--- config.mk ---
export PLATFORM = sky130hd
export DESIGN_NAME = matmul_scheduler_flat
export DESIGN_NICKNAME = d
export VERILOG_FILES = /design/src/rtl/matmul_scheduler_if.sv /design/src/rtl/matmul_scheduler.sv /design/src/flat_wrapper.sv
export SDC_FILE = /design/constraint.sdc
export NUM_CORES = 2
export LEC_CHECK = 0
export ABC_AREA = 1
export CAP_MARGIN = 20
export CORE_AREA = 4 4 712 714
export CTS_BUF_LIST = sky130_fd_sc_hd__clkbuf_4
export CTS_CLUSTER_SIZE = 10
export DETAILED_ROUTE_END_ITERATION = 7
export DIE_AREA = 0 0 716 718
export DONT_BUFFER_PORTS = 1
export GPL_ROUTABILITY_DRIVEN = 0
export MAX_ROUTING_LAYER = met4
export PLACE_DENSITY_LB_ADDON = 0.25
export SLEW_MARGIN = 20
export SYNTH_ARGS = -nofsm -noshare
export SYNTH_HDL_FRONTEND = slang
export SYNTH_SLANG_ARGS = --single-unit
--- constraint.sdc ---
create_clock -name clk -period 2.5 [get_ports clk]
set_input_delay 0.5 -clock clk [delete_from_list [all_inputs] [get_ports clk]]
set_output_delay 0.5 -clock clk [all_outputs]
set_load 0.01 [all_outputs]
--- src/rtl/matmul_scheduler_if.sv ---
// ---------------------------------------------------------------------------
// matmul_scheduler_if
//
// Purpose: bundles every handshake/data signal of matmul_scheduler, both the
// matrix-side port (A, B in; C out) and the inner_product engine port.
//
// Modports:
//   slave  - the scheduler itself: receives A/B and engine results, drives C,
//            busy and the row/column operands to the engine.
//   master - the environment: the matrix producer/consumer plus the engine.
//
// Signal summary (N = matrix dimension, WORD = element width):
//   a_in/b_in      [WORD*N*N]  operand matrices, element (r,c) at WORD*(r*N+c)
//   a_in_stb/ack, b_in_stb/ack operand handshakes
//   c_out          [WORD*N*N]  result matrix, same packing
//   c_out_stb/ack              result handshake
//   busy                       scheduler not idle
//   ip_row/ip_column [WORD*N]  engine operands (row r of A, column c of B)
//   ip_row_stb/ack, ip_column_stb/ack, ip_out[WORD], ip_out_stb/ack
// ---------------------------------------------------------------------------
interface matmul_scheduler_if #(
    parameter int N    = 4,
    parameter int WORD = 32
);
    logic [WORD*N*N-1:0] a_in;
    logic                a_in_stb;
    logic                a_in_ack;
    logic [WORD*N*N-1:0] b_in;
    logic                b_in_stb;
    logic                b_in_ack;
    logic [WORD*N*N-1:0] c_out;
    logic                c_out_stb;
    logic                c_out_ack;
    logic                busy;
    logic [WORD*N-1:0]   ip_row;
    logic                ip_row_stb;
    logic                ip_row_ack;
    logic [WORD*N-1:0]   ip_column;
    logic                ip_column_stb;
    logic                ip_column_ack;
    logic [WORD-1:0]     ip_out;
    logic                ip_out_stb;
    logic                ip_out_ack;

    modport slave (
        input  a_in, a_in_stb, b_in, b_in_stb, c_out_ack,
        input  ip_row_ack, ip_column_ack, ip_out, ip_out_stb,
        output a_in_ack, b_in_ack, c_out, c_out_stb, busy,
        output ip_row, ip_row_stb, ip_column, ip_column_stb, ip_out_ack
    );

    modport master (
        output a_in, a_in_stb, b_in, b_in_stb, c_out_ack,
        output ip_row_ack, ip_column_ack, ip_out, ip_out_stb,
        input  a_in_ack, b_in_ack, c_out, c_out_stb, busy,
        input  ip_row, ip_row_stb, ip_column, ip_column_stb, ip_out_ack
    );
endinterface

--- src/rtl/matmul_scheduler.sv ---
// ---------------------------------------------------------------------------
// matmul_scheduler
//
// Purpose: sequences an N x N single-precision matrix product C = A x B
// through one shared inner_product engine. Both operands are latched with a
// single strobe/ack handshake, then the N*N row/column pairs are issued in
// row-major order; each scalar result is written into the C register and the
// finished matrix is offered with a strobe/ack handshake. No arithmetic is
// performed here.
//
// Ports:
//   clk  - clock, all state changes on the rising edge
//   rst  - asynchronous active-low reset
//   bus  - matmul_scheduler_if.slave (matrix port + engine port + busy)
//
// State flow: IDLE -> ISSUE -> WAIT_RES -> RELEASE -> (ISSUE | DONE) -> IDLE
// ---------------------------------------------------------------------------
module matmul_scheduler #(
    parameter int N    = 4,
    parameter int WORD = 32
) (
    input  logic               clk,
    input  logic               rst,
    matmul_scheduler_if.slave  bus
);

    localparam int CW = (N > 1) ? $clog2(N) : 1;
    localparam int MW = WORD * N * N;
    localparam int RW = WORD * N;

    typedef enum logic [2:0] {
        IDLE,
        ISSUE,
        WAIT_RES,
        RELEASE,
        DONE
    } state_t;

    state_t          state;
    logic [CW-1:0]   r;
    logic [CW-1:0]   c;
    logic [MW-1:0]   a_reg;
    logic [MW-1:0]   b_reg;
    logic [MW-1:0]   c_reg;
    logic [RW-1:0]   row_reg;
    logic [RW-1:0]   col_reg;
    logic            row_stb;
    logic            col_stb;
    logic            out_ack;
    logic            a_ack;
    logic            b_ack;
    logic            c_stb;
    logic            busy_reg;

    logic [CW-1:0]   next_r;
    logic [CW-1:0]   next_c;
    logic            last_elem;
    logic            row_done;
    logic            col_done;

    // Row ri of a packed matrix: words are already contiguous.
    function automatic logic [RW-1:0] row_of(input logic [MW-1:0] m,
                                             input logic [CW-1:0] ri);
        return m[RW*int'(ri) +: RW];
    endfunction

    // Column ci of a packed matrix: word k of the result is element (k,ci).
    function automatic logic [RW-1:0] col_of(input logic [MW-1:0] m,
                                             input logic [CW-1:0] ci);
        logic [RW-1:0] v;
        v = '0;
        for (int k = 0; k < N; k++) begin
            v[WORD*k +: WORD] = m[WORD*(k*N + int'(ci)) +: WORD];
        end
        return v;
    endfunction

    // Row-major advance of the (r,c) cursor.
    always_comb begin
        next_c    = (c == CW'(N-1)) ? '0 : c + CW'(1);
        next_r    = (c == CW'(N-1)) ? r + CW'(1) : r;
        last_elem = (c == CW'(N-1)) && (r == CW'(N-1));
    end

    // A strobe counts as handshaken once it has been dropped or its ack is
    // present now; this lets the two acks arrive in any order.
    assign row_done = !row_stb || bus.ip_row_ack;
    assign col_done = !col_stb || bus.ip_column_ack;

    always_ff @(posedge clk or negedge rst) begin
        if (!rst) begin
            state    <= IDLE;
            r        <= '0;
            c        <= '0;
            a_reg    <= '0;
            b_reg    <= '0;
            c_reg    <= '0;
            row_reg  <= '0;
            col_reg  <= '0;
            row_stb  <= 1'b0;
            col_stb  <= 1'b0;
            out_ack  <= 1'b0;
            a_ack    <= 1'b0;
            b_ack    <= 1'b0;
            c_stb    <= 1'b0;
            busy_reg <= 1'b0;
        end else begin
            // Operand acks are single-cycle pulses.
            a_ack <= 1'b0;
            b_ack <= 1'b0;

            case (state)
                IDLE: begin
                    // Both operands must be offered together; a lone strobe waits.
                    if (bus.a_in_stb && bus.b_in_stb) begin
                        a_reg    <= bus.a_in;
                        b_reg    <= bus.b_in;
                        a_ack    <= 1'b1;
                        b_ack    <= 1'b1;
                        r        <= '0;
                        c        <= '0;
                        // First pair comes straight from the inputs so the
                        // engine operands are valid on the first ISSUE cycle.
                        row_reg  <= row_of(bus.a_in, '0);
                        col_reg  <= col_of(bus.b_in, '0);
                        row_stb  <= 1'b1;
                        col_stb  <= 1'b1;
                        busy_reg <= 1'b1;
                        state    <= ISSUE;
                    end
                end

                ISSUE: begin
                    if (row_stb && bus.ip_row_ack) begin
                        row_stb <= 1'b0;
                    end
                    if (col_stb && bus.ip_column_ack) begin
                        col_stb <= 1'b0;
                    end
                    if (row_done && col_done) begin
                        row_stb <= 1'b0;
                        col_stb <= 1'b0;
                        state   <= WAIT_RES;
                    end
                end

                WAIT_RES: begin
                    // A result strobe seen earlier, during ISSUE, is ignored.
                    if (bus.ip_out_stb) begin
                        c_reg[WORD*(int'(r)*N + int'(c)) +: WORD] <= bus.ip_out;
                        out_ack <= 1'b1;
                        state   <= RELEASE;
                    end
                end

                RELEASE: begin
                    // Hold the ack until the engine withdraws its strobe so it
                    // is back in idle before the next pair is offered.
                    if (!bus.ip_out_stb) begin
                        out_ack <= 1'b0;
                        r       <= next_r;
                        c       <= next_c;
                        if (last_elem) begin
                            c_stb <= 1'b1;
                            state <= DONE;
                        end else begin
                            row_reg <= row_of(a_reg, next_r);
                            col_reg <= col_of(b_reg, next_c);
                            row_stb <= 1'b1;
                            col_stb <= 1'b1;
                            state   <= ISSUE;
                        end
                    end
                end

                DONE: begin
                    if (bus.c_out_ack) begin
                        c_stb    <= 1'b0;
                        busy_reg <= 1'b0;
                        state    <= IDLE;
                    end
                end

                default: begin
                    state <= IDLE;
                end
            endcase
        end
    end

    assign bus.a_in_ack      = a_ack;
    assign bus.b_in_ack      = b_ack;
    assign bus.c_out         = c_reg;
    assign bus.c_out_stb     = c_stb;
    assign bus.busy          = busy_reg;
    assign bus.ip_row        = row_reg;
    assign bus.ip_row_stb    = row_stb;
    assign bus.ip_column     = col_reg;
    assign bus.ip_column_stb = col_stb;
    assign bus.ip_out_ack    = out_ack;

endmodule

--- src/flat_wrapper.sv ---
// flat-port wrapper written by rule: the top's interface ports become plain ports
module matmul_scheduler_flat 
#(
    parameter int N    = 4,
    parameter int WORD = 32
)
  (clk, rst, bus_a_in, bus_a_in_stb, bus_b_in, bus_b_in_stb, bus_c_out_ack, bus_ip_row_ack, bus_ip_column_ack, bus_ip_out, bus_ip_out_stb, bus_a_in_ack, bus_b_in_ack, bus_c_out, bus_c_out_stb, bus_busy, bus_ip_row, bus_ip_row_stb, bus_ip_column, bus_ip_column_stb, bus_ip_out_ack);
  matmul_scheduler_if #(.N(N), .WORD(WORD)) bus_i ();
  input  logic clk;
  input  logic rst;
  input wire logic [$bits(bus_i.a_in)-1:0] bus_a_in;
  input wire logic [$bits(bus_i.a_in_stb)-1:0] bus_a_in_stb;
  input wire logic [$bits(bus_i.b_in)-1:0] bus_b_in;
  input wire logic [$bits(bus_i.b_in_stb)-1:0] bus_b_in_stb;
  input wire logic [$bits(bus_i.c_out_ack)-1:0] bus_c_out_ack;
  input wire logic [$bits(bus_i.ip_row_ack)-1:0] bus_ip_row_ack;
  input wire logic [$bits(bus_i.ip_column_ack)-1:0] bus_ip_column_ack;
  input wire logic [$bits(bus_i.ip_out)-1:0] bus_ip_out;
  input wire logic [$bits(bus_i.ip_out_stb)-1:0] bus_ip_out_stb;
  output wire logic [$bits(bus_i.a_in_ack)-1:0] bus_a_in_ack;
  output wire logic [$bits(bus_i.b_in_ack)-1:0] bus_b_in_ack;
  output wire logic [$bits(bus_i.c_out)-1:0] bus_c_out;
  output wire logic [$bits(bus_i.c_out_stb)-1:0] bus_c_out_stb;
  output wire logic [$bits(bus_i.busy)-1:0] bus_busy;
  output wire logic [$bits(bus_i.ip_row)-1:0] bus_ip_row;
  output wire logic [$bits(bus_i.ip_row_stb)-1:0] bus_ip_row_stb;
  output wire logic [$bits(bus_i.ip_column)-1:0] bus_ip_column;
  output wire logic [$bits(bus_i.ip_column_stb)-1:0] bus_ip_column_stb;
  output wire logic [$bits(bus_i.ip_out_ack)-1:0] bus_ip_out_ack;
  assign bus_i.a_in = bus_a_in;
  assign bus_i.a_in_stb = bus_a_in_stb;
  assign bus_i.b_in = bus_b_in;
  assign bus_i.b_in_stb = bus_b_in_stb;
  assign bus_i.c_out_ack = bus_c_out_ack;
  assign bus_i.ip_row_ack = bus_ip_row_ack;
  assign bus_i.ip_column_ack = bus_ip_column_ack;
  assign bus_i.ip_out = bus_ip_out;
  assign bus_i.ip_out_stb = bus_ip_out_stb;
  assign bus_a_in_ack = bus_i.a_in_ack;
  assign bus_b_in_ack = bus_i.b_in_ack;
  assign bus_c_out = bus_i.c_out;
  assign bus_c_out_stb = bus_i.c_out_stb;
  assign bus_busy = bus_i.busy;
  assign bus_ip_row = bus_i.ip_row;
  assign bus_ip_row_stb = bus_i.ip_row_stb;
  assign bus_ip_column = bus_i.ip_column;
  assign bus_ip_column_stb = bus_i.ip_column_stb;
  assign bus_ip_out_ack = bus_i.ip_out_ack;
  matmul_scheduler #(.N(N), .WORD(WORD)) u_core (.clk(clk), .rst(rst), .bus(bus_i));
endmodule
[Word level (Yosys, flattened, before mapping)]
Cells that the tools add are included.
Word-level totals
  output and inout bits: 775
  register bits after elaboration: 1805
Operators by class
  equal/unequal tests: 15
  shifts and indexed selects: 7
  mux-type cells: 42
  add/sub/neg operators: 7
  reductions and logical operators: 25
Operator list (number)
  $shiftx A512 B32 Y32: 3
  $mux W128: 6
  $bwmux W512: 1
  $pmux W128 S2: 2
  $shift A32 B33 Y512 const A: 1
  $shiftx A32 B33 Y512: 1
  $shiftx A512 B10 Y128: 1
  $shiftx A512 B8 Y32: 1
  $neg A32 Y33: 1
  $mux W3: 6
  $pmux W3 S5: 1
  $reduce_and A5 Y1: 3
  $mux W1: 14
  $add A4 B2 Y5 const A: 2
  $mux W2: 5
  $reduce_and A3 Y1: 3
  $ne A2 B2 Y1 const B: 4
  $pmux W2 S2: 2
  $reduce_and A4 Y1: 2
  $reduce_bool A2 Y1: 4
  $eq A3 B2 Y1 const B: 2
  $ne A2 B1 Y1 const B: 3
  $ne A3 B1 Y1 const B: 2
  $pmux W1 S2: 3
  13 further kinds: 23

[Logic depth before layout (Yosys ltp)]
  depth in word-level cells: 7
  depth in mapped cells: 16
  gate-level depth less buffers: 11

[Worst setup path after synthesis]
Ideal clock, no wire load.
  path kind: register to register
  from: register u_core.c[0]
  to: register u_core.c_reg[161], in the netlist u_core.bus.c_out[161]
  slack: -75 ps
  arrival: 2454 ps
  path buffers: 8
  clock period less this slack: 2575 ps
  setup time: 121 ps
  stages on the path, launching flop included: 15
  path through: dfrtp_1 > buf_2 > inv_2 > buf_2 > buf_2 > buf_2 > ha_1 > buf_2 > inv_1 > buf_2 > buf_2 > buf_1 > nor3_1 > nand3_1 > nand2_1
Between the ends
  cells in the longest elaborated chain, start to end: 4
  elaborated cells on any way between the ends: 5
  those cells by class: 2 x add/sub; 2 x shift; 1 x mux
RTL lines
  start, declared: RTL line matmul_scheduler.sv:41  | logic [CW-1:0] c;
  start signal, assigned: RTL line matmul_scheduler.sv:162  | c <= next_c;
  $add A4 B2 Y5 *: RTL line matmul_scheduler.sv:150  | c_reg[WORD*(int'(r)*N + int'(c)) +: WORD] <= bus.ip_out;
  $neg A32 Y33 *: RTL line matmul_scheduler.sv:150
  $shiftx A32 B33 Y512 / $shift A32 B33 Y512 (equally long branches): RTL line matmul_scheduler.sv:150
  $bwmux W512 *: RTL line matmul_scheduler.sv:150
  end signal, assigned by index: RTL line matmul_scheduler.sv:150
  end, declared: RTL line matmul_scheduler.sv:44  | logic [MW-1:0] c_reg;
Every way passes the cells marked *; elsewhere a longest branch is shown, timed or not.
A chain may end at the register's enable or synchronous reset.

[Worst setup path in the final report]
  from: register u_core.row_reg[8], in the netlist u_core.bus.ip_row[8]
  to: output bus_ip_row[8]
RTL lines
  start, declared: RTL line matmul_scheduler.sv:45  | logic [RW-1:0] row_reg;
  start signal, assigned: RTL line matmul_scheduler.sv:124  | row_reg <= row_of(bus.a_in, '0);
  start signal, assigned: RTL line matmul_scheduler.sv:167  | row_reg <= row_of(a_reg, next_r);
  end, declared: RTL line flat_wrapper.sv:25  | output wire logic [$bits(bus_i.ip_row)-1:0] bus_ip_row;
No word-level cell between the ends.

==> results.json <==
{
  "status": "complete, but fails checks",
  "violations": "hold timing, setup timing",
  "place_ws_ps": -1440,
  "drtIter0Drc": 8953,
  "coreArea_mm2": 0.500,
  "start_util_pct": 16.5,
  "synth_fa_ha_area_share_pct": 0.0760,
  "fp.dieArea_mm2": 0.514,
  "critPathMaxFanout": 2,
  "die_h_um": 718,
  "cp.required_ps": 2000,
  "worstSetupPathType": "reg2out",
  "yosys.area_share.simple_pct": 31.8,
  "min_period_over_period_pct": 105,
  "final_antenna_net_count": 0,
  "clock.fmax_mhz": 380,
  "rsz0062_at_grt": "true",
  "leakagePower_uw": 0.0620,
  "cap_violations": 0,
  "synthMuxAreaShare_pct": 0,
  "drc": 0,
  "grt_overflow_total": 0,
  "clock_power_share_pct": 23.6,
  "first_global_vias": 94300,
  "top_usage_layer": "met2",
  "grt_pass1_wl_um": 734000,
  "h-tree-depth": 6,
  "ir_drop_v": 0.000674,
  "synthToLayoutAreaGrowth_pct": 65.6,
  "placed_cell_area_mm2": 0.0946,
  "synth-compound-area-share_pct": 6.20,
  "setup_viol": 117,
  "rr_startpoint": "u_core.state[2]$_DFFE_PN0P_",
  "io_pins": 1839,
  "tightestPinTransition_ps": 1110,
  "startpoint": "u_core.bus.ip_row[8]$_DFFE_PN0P_",
  "switching_power_uw": 56800,
  "avgSynthCellArea_um2": 7.69,
  "powerDensity_mw_per_mm2": 964,
  "clkTransAtPathRegs_ps": 60,
  "antenna_found_initial": 151,
  "finalMaxSlewViolations": 0,
  "final_util_pct": 27.3,
  "clock-sinks": 1805,
  "setup_ws_ps": -135,
  "routedWlPerCell_um": 25.3,
  "num-nets-final": 15200,
  "final_cell_area_mm2": 0.136,
  "grtUsageTotal_pct": 20.4,
  "met1_usage_pct": 24.0,
  "port_buffers": 0,
  "clkLatencyLatePin_ps": 1580,
  "synth_xor_area_share_pct": 0.0334,
  "dpl.hpwl_um": 363000,
  "swShare_pct": 43.2,
  "hold_class": "in2async",
  "syn-cell-area_mm2": 0.0824,
  "syn_nets": 11800,
  "yosysWarnings": 0,
  "numCtsBuffers": 564,
  "worstPathArrival_ps": 2130,
  "ys_types": 33,
  "vias": 93400,
  "routed_wl_um": 542000,
  "skew_ps": 119,
  "synthCells": 10700,
  "whs_ps": -216,
  "startpoint_type": "flip-flop",
  "clockBufferDepth": 4,
  "period_minus_slack_ps": 2630,
  "end_kind": "primary output",
  "synth_top_family_by_area": "simple AND/OR/NAND/NOR gates",
  "grt_max_degree": 197,
  "ys_ff_latch": 1805,
  "n_fill_cell": 53200,
  "viasPerCell": 4.36,
  "pwr-share-seq_pct": 37.3,
  "multiInputGateArea_mm2": 0.0326,
  "seq_area_frac_synth_pct": 54.8,
  "rows": 260,
  "die_x_um": 716,
  "pwr-share-comb_pct": 39.1,
  "drive_gt1_share_pct": 16.9,
  "grt_use_met3_pct": 6.58,
  "final_cell_mix": "nand2_1 (4585), dlygate4sd3_1 (2871), dfrtp_1 (1282)",
  "use_met2_pct": 30.5,
  "firstDrtPassIters": 8,
  "r2r_slack_ps": -30,
  "maxSlewHeadroom_pct": 26.0,
  "intPower_uw": 74700,
  "finalHoldViolations": 262,
  "layout_commonest_cell": "nand2_1",
  "regArea_mm2": 0.0459,
  "cts_tree": "yes",
  "cts_root_buffer": "clkbuf_4"
}
-- final cells by class --
class | count | area share [%]
clock buffer | 793 | 4.36
clock inverter | 147 | 0.748
multi-input combinational | 7501 | 23.9
inverter | 662 | 1.88
timing repair buffer | 3643 | 29.0
tap | 6681 | 6.13
sequential | 1805 | 33.6
antenna | 193 | 0.354
-- cell families (layout without fill, tap and decap cells) --
| family | after synthesis | count (layout) |
|---|---|---|
| AND/OR/NAND/NOR | 6472 | 6477 |
| flip-flops | 1805 | 1805 |
| buffers and inverters | 1409 | 5245 |
| AO/OA/AOI/OAI | 1018 | 1018 |
| adder cells (fa/ha/maj) | 5 | 5 |
| XOR/XNOR | 1 | 1 |
| other | 0 | 193 |
-- power groups by stage --
stage / logic [uW] / registers (uW) / clock network [uW]
floorplan: 23900 / 44400 / 0
detailed placement: 41800 / 48800 / 0
global placement: 41600 / 48800 / 0
finish: 51400 / 49000 / 31000
CTS: 47800 / 48800 / 31800
global route: 56100 / 49900 / 33500
-- per-stage QoR --
step	cells	total power (uW)	TNS (ps)
after CTS	21100	128000	-286000
after global placement	17200	90400	-732770
final	21400	131000	-4040
after detailed placement	17200	90600	-520380
after floorplan	10700	68200	0
after global routing	21400	139000	-143560
-- cells in the mapped netlist (all sizes together) --
master / instances / share of area, %
nand2: 4760 / 22
dfrtp: 1805 / 55
nand3: 1028 / 6.3
o21ai: 989 / 6.0
inv: 661 / 3.0
buf: 430 / 2.6
nor2: 383 / 1.8
clkbuf: 317 / 1.4
nor3: 227 / 1.4
nand4: 71 / 0.54
a21oi: 27 / 0.17
ha: 5 / 0.076
nand3b: 3 / 0.027
clkinv: 1 / 0.0046
o211ai: 1 / 0.0091
o21a: 1 / 0.0091
xor2: 1 / 0.033
-- tightest hold or removal path: stages --
cell and delay [ps]:
buf_16 90, buf_16 100, buf_16 90, buf_16 100
buf_16 100, buf_16 120, buf_16 120, buf_16 520
-- what timing repair did --
action | 4_1_cts | 5_1_grt
gates cloned | 13 | 71
gates resized for setup | 567 | 477
pin swaps | 9 | 61
buffers inserted | 32 | 45
endpoints found under the hold margin | 3026 | 655
setup endpoints to repair | 1229 | 1630
hold buffers | 2871 | 22
-- metal layers --
metal,up-vias,wire (um)
met1,45200,215000
met3,1750,51900
met2,5277,239000
met4,0,36100
li1,41200,-
met5,-,0
-- worst paths after layout --
check,depth (start not counted),endpoint
worst min-delay path,8,u_core.b_reg[94]$_DFFE_PN0P_
max in group asynchronous,14,u_core.bus.c_out[118]$_DFFE_PN0P_
min in group clk,5,u_core.bus.ip_column[8]$_DFFE_PN0P_
worst max register to register,11,u_core.bus.ip_row[76]$_DFFE_PN0P_
worst max-delay path,0,bus_ip_row[8]
worst min register to register,2,u_core.b_reg[41]$_DFFE_PN0P_
Note: power is estimated with default switching activity, not from simulation.
